**src/rtl/alu32_arbiter.sv**
```systemverilog
// ============================================================================
// Module      : alu32_arbiter
// Description : Round-robin sharing of one alu32 datapath between two
//               requesters, with a tagged single response channel.
//               Optional macro ALU_OPCHK_EN: illegal opcodes bypass the ALU
//               and return an error response.
// Revision    : 1.0 - initial release
// ============================================================================
`default_nettype none

module alu32_arbiter #(
  parameter int WIDTH   = 32,
  parameter int ALU_LAT = 1
) (
  input  logic             clk,
  input  logic             reset_n,
  input  logic [1:0]       req_valid,
  output logic [1:0]       req_ready,
  input  logic [WIDTH-1:0] req0_a,
  input  logic [WIDTH-1:0] req0_b,
  input  logic [2:0]       req0_op,
  input  logic [WIDTH-1:0] req1_a,
  input  logic [WIDTH-1:0] req1_b,
  input  logic [2:0]       req1_op,
  output logic [WIDTH-1:0] alu_a,
  output logic [WIDTH-1:0] alu_b,
  output logic [2:0]       alu_op,
  input  logic [WIDTH-1:0] alu_d,
  input  logic             alu_cout,
  input  logic             alu_v,
  input  logic             alu_z,
  output logic             rsp_valid,
  input  logic             rsp_ready,
  output logic             rsp_id,
  output logic [WIDTH-1:0] rsp_d,
  output logic [2:0]       rsp_flags,
  output logic             rsp_err,
  output logic             busy
);

  typedef enum logic [1:0] {
    S_IDLE = 2'd0,
    S_EXEC = 2'd1,
    S_RESP = 2'd2
  } state_t;

  localparam logic [3:0] c_CNT_INIT = 4'(ALU_LAT - 1);

  state_t           r_state;
  state_t           w_next;
  logic             r_ptr;
  logic             r_id;
  logic [WIDTH-1:0] r_a;
  logic [WIDTH-1:0] r_b;
  logic [2:0]       r_op;
  logic [3:0]       r_cnt;
  logic [WIDTH-1:0] r_d;
  logic [2:0]       r_flags;

  logic             w_gnt;
  logic             w_accept;
  logic             w_bad;
  logic [WIDTH-1:0] w_sel_a;
  logic [WIDTH-1:0] w_sel_b;
  logic [2:0]       w_sel_op;

  // Pointer's requester wins if it is asking; otherwise the other one.
  assign w_gnt    = req_valid[r_ptr] ? r_ptr : ~r_ptr;
  assign w_sel_a  = w_gnt ? req1_a  : req0_a;
  assign w_sel_b  = w_gnt ? req1_b  : req0_b;
  assign w_sel_op = w_gnt ? req1_op : req0_op;

`ifdef ALU_OPCHK_EN
  logic r_err;
  assign w_bad   = !((w_sel_op == 3'b000) || (w_sel_op == 3'b001) || (w_sel_op == 3'b111));
  assign rsp_err = r_err;
`else
  assign w_bad   = 1'b0;
  assign rsp_err = 1'b0;
`endif

  always_comb begin
    w_next    = r_state;
    w_accept  = 1'b0;
    req_ready = 2'b00;
    case (r_state)
      S_IDLE: begin
        // Gated by reset_n so nothing is accepted on an edge that resets.
        if ((|req_valid) && reset_n) begin
          w_accept  = 1'b1;
          req_ready = w_gnt ? 2'b10 : 2'b01;
          w_next    = w_bad ? S_RESP : S_EXEC;
        end
      end
      S_EXEC: begin
        if (r_cnt == 4'd0) w_next = S_RESP;
      end
      S_RESP: begin
        if (rsp_ready) w_next = S_IDLE;
      end
      default: w_next = S_IDLE;
    endcase
  end

  always_ff @(posedge clk) begin
    if (!reset_n) begin
      r_state <= S_IDLE;
      r_ptr   <= 1'b0;
      r_id    <= 1'b0;
      r_a     <= '0;
      r_b     <= '0;
      r_op    <= 3'b000;
      r_cnt   <= 4'd0;
      r_d     <= '0;
      r_flags <= 3'b000;
`ifdef ALU_OPCHK_EN
      r_err   <= 1'b0;
`endif
    end else begin
      r_state <= w_next;
      if (w_accept) begin
        r_id <= w_gnt;
        if (!w_bad) begin
          r_a   <= w_sel_a;
          r_b   <= w_sel_b;
          r_op  <= w_sel_op;
          r_cnt <= c_CNT_INIT;
        end
`ifdef ALU_OPCHK_EN
        r_err <= w_bad;
        if (w_bad) begin
          r_d     <= '0;
          r_flags <= 3'b000;
        end
`endif
      end
      if (r_state == S_EXEC) begin
        if (r_cnt == 4'd0) begin
          r_d     <= alu_d;
          r_flags <= {alu_cout, alu_v, alu_z};
        end else begin
          r_cnt <= r_cnt - 4'd1;
        end
      end
      // The requester that just lost gets priority next time.
      if ((r_state == S_RESP) && rsp_ready) r_ptr <= ~r_id;
    end
  end

  assign alu_a     = r_a;
  assign alu_b     = r_b;
  assign alu_op    = r_op;
  assign rsp_valid = (r_state == S_RESP);
  assign rsp_id    = r_id;
  assign rsp_d     = r_d;
  assign rsp_flags = r_flags;
  assign busy      = (r_state != S_IDLE);

endmodule

`default_nettype wire

```
**config.mk**
```make
export PLATFORM = sky130hd
export DESIGN_NAME = alu32_arbiter
export DESIGN_NICKNAME = d
export VERILOG_FILES = /design/src/rtl/alu32_arbiter.sv
export SDC_FILE = /design/constraint.sdc
export NUM_CORES = 1
export LEC_CHECK = 0
export CAP_MARGIN = 0
export CORE_MARGIN = 4
export CORE_UTILIZATION = 42
export DETAILED_ROUTE_END_ITERATION = 10
export PLACE_DENSITY = 0.85
export SLEW_MARGIN = 40
export SYNTH_ARGS = -nofsm -noshare
export SYNTH_HDL_FRONTEND = slang
export SYNTH_SLANG_ARGS = --single-unit
```
**constraint.sdc**
```tcl
create_clock -name clk -period 2.5 [get_ports clk]
set_input_delay 0.375 -clock clk [delete_from_list [all_inputs] [get_ports clk]]
set_output_delay 0.375 -clock clk [all_outputs]
set_load 0.01 [all_outputs]
```
==> impl_metrics.ini <==
[final_layout]
num_antenna_cells = 0
finalNetCount = 1020
seqCellArea_um2 = 2202
layout_commonest_cell = clkdlybuf4s50_1
multi_input_area_um2 = 2441
drive_gt1_share_pct = 6.000
layout_common_cells = clkdlybuf4s50_1 (280), dfxtp_1 (110), a21oi_1 (107)
fillers = 885
area_growth_pct = 61.37

[cts]
clk_latency_ns = 0.34
htreeDepth = 3
cts_hold_buffers = 0
cts_root_buffer = clkbuf_16
cts_tree = done
cts_max_path_buffers = 2
cts_made_buffers = 9
clock-sinks = 110
postCtsSetupBuffers = 0
clk_pin_slew_worst_paths_ns = 0.07
ctsResizeCount = 0

[synth]
synthCells = 615
yosysSeqAreaShare_pct = 43.64
synth_xor_area_share_pct = 0.1736
yosysTopAreaCell = dfxtp_1
synth_top_area_share_pct = 43.64
syn_nets = 790
synth-async-reset-ratio_pct = 0
synth_cell_types = 35
yosys_register_bits = 110
synth_top_family_by_area = compound AO/OA/AOI/OAI gates
yosys_most_used_dff = dfxtp_1
synth.area.top_cells = dfxtp_1 (44%), a311oi_1 (12%), a21oi_1 (11%)
synthSimpleGateAreaFrac_pct = 13.91
synth_compound_area_share_pct = 33.35
synth_area_um2 = 5046
syn_area_per_cell_um2 = 8.205
synthAdderAreaFrac_pct = 0.2480
synth.area.mux_share_pct = 0.1984
ys_warn_count = 0
synth_edf_count = 0

[critical_path]
crit_type = primary input to output pin
r2r_slack_ns = 0.62
start_kind = primary input
path_cells = clkdlybuf4s50_1 > nor3b_4 > nand2_1 > a21oi_1 > clkdlybuf4s50_1
critPathMaxFanout = 4
worstReg2RegEnd = rsp_d[17]$_SDFFE_PN0P_
cp_top_family = buffers and inverters
rr_worst_depth = 5
required_ns = 2.12
slowest_delay_ns = 0.60
critPathSlowestCell = clkdlybuf4s50_1
path_common_cell = clkdlybuf4s50_1
critical_path_buf_inv_count = 2
crit_path_end_kind = output pin
cp.arrival_ns = 1.97
reg2reg_from = r_cnt[0]$_SDFF_PN0_

[grt]
track_usage_pct = 27.22
gr-total-overflow = 0
grt_pass1_vias = 5920
grt_first_pass_wirelength_mm = 31.38
grt_max_degree = 52
antenna_found_initial = 0

[timing]
rsz0062_at_grt = no
hold_ws_ns = 0.4790
fin_setup_tns_ns = 0
drv_slew = 0
setup_violations = 0
tightest_slew_ns = 0.6570
fmax_mhz = 426.5
fin_crit_sh_pct = 93.78
hold_viol_final = 0
skew_ns = 0.006422
slew-limit-headroom_pct = 56.20
min_period_ns = 2.344

[hold_path]
holdPathStages = 2
hold_path_startpoint = rsp_d[15]$_SDFFE_PN0P_
hold_path.class = flip-flop to flip-flop
hold_end = rsp_d[15]$_SDFFE_PN0P_

[floorplan]
die_y_um = 117.6
initial_core_util_pct = 43.63
core_area_um2 = 11560
io_pins = 282
die_w_um = 117.6
die_area_um2 = 13830
rows = 39

[power_and_ir_drop]
p_per_area_nw_per_um2 = 575.0
leakagePower_nw = 2.789
ir_drop_v = 0.0003463

[status]
outcome = completed

[route]
first_iter_violations = 687
viasPerCell = 6.142
first_pass_iters = 5
wire_per_inst_um = 19.93
drc = 0
ant_nets = 0
routed_wirelength_mm = 19.79
vias = 6099

[placement]
portBuffers = 280
dp_hpwl_mm = 13.92
gp_congestion = 0.8422

[job]
maxCapViolations = 0
metrics by stage:
step                      cell area, um^2  setup slack (ns)  total power, mW  utilization (%)  std cells
after floorplan                      5046            0.8476            2.600                -        615
after global placement               7850            0.1862            3.291            67.88        977
after detailed placement             7850            0.1741            3.327            67.88        977
after CTS                            8137            0.1455            4.701            70.36        993
after global routing                 8143           0.02965            4.877            70.41        993
final                                8143            0.1556            4.682            70.41        993
per-layer routing:
metal	share of wire [%]	routed length, um	global-route usage [%]	vias up
li1	-	-	-	2777
met1	38	7508	31.75	2942
met2	50	9921	47.32	333
met3	8.5	1680	6.824	47
met4	3.4	682	11.65	0
met5	0	0	0	-
state kept, by name, indices dropped and copies added (netlist names):
name	count
alu_b	32
r_ptr	1
r_state	2
alu_a	32
rsp_flags	3
r_cnt	4
alu_op	3
rsp_id	1
rsp_d	32
cell type report:
cell class                 count  area share [%]
timing repair buffer         301           36.97
multi-input combinational    417           29.98
sequential                   110           27.04
clock buffer                  12           3.273
tap                          143           2.197
inverter                       6          0.2919
clock inverter                 4          0.2459
logic make-up (layout without fill, tap and decap cells):
logic type	after synthesis	in the layout
AOI/OAI and AO/OA	283	283
and+or+nand+nor	130	130
muxes	1	1
other	1	1
xor gates and xnor gates	1	1
buffers and inverters	88	323
adders and majority gates	1	1
DFF	110	110
worst max-delay path by stage:
| stage | depth (start not counted) | from | to | slack [ns] |
|---|---|---|---|---|
| 6_report | 5 | reset_n | req_ready[0] | 0.16 |
| 5_1_grt | 5 | reset_n | req_ready[0] | 0.03 |
| 4_1_cts | 5 | reset_n | req_ready[0] | 0.15 |
| 3_5_place_dp | 5 | reset_n | req_ready[0] | 0.17 |
| 3_3_place_gp | 5 | reset_n | req_ready[0] | 0.19 |
| 2_1_floorplan | 6 | req_valid[1] | req_ready[1] | 0.85 |
worst reg2reg max path, delay by kind of cell, from the launching register on:
kind	cells	cell delay (ns)
AND/OR/NAND/NOR	1	0.75
AO/OA/AOI/OAI	2	0.41
flip-flops	1	0.33
adder cells (fa/ha/maj)	1	0.19
buffers and inverters	1	0.08
Yosys cell counts (3+ instances only):
cell and number:
nand2b_1 3, clkbuf_1 44, buf_4 6, a21oi_1 107, inv_1 5, buf_6 5
buf_2 23, o21ai_0 104, nand3_1 104, clkbuf_2 4, nor2_1 3, a311oi_1 67
dfxtp_1 110
where the power goes:
part           leakage [nW]  internal (mW)  switching, mW
combinational          1.74          0.710          0.586
sequential            0.904           1.91         0.0920
clock                 0.148          0.752          0.631
total                  2.79           3.37           1.31
Power figures use the tool's default switching activity.
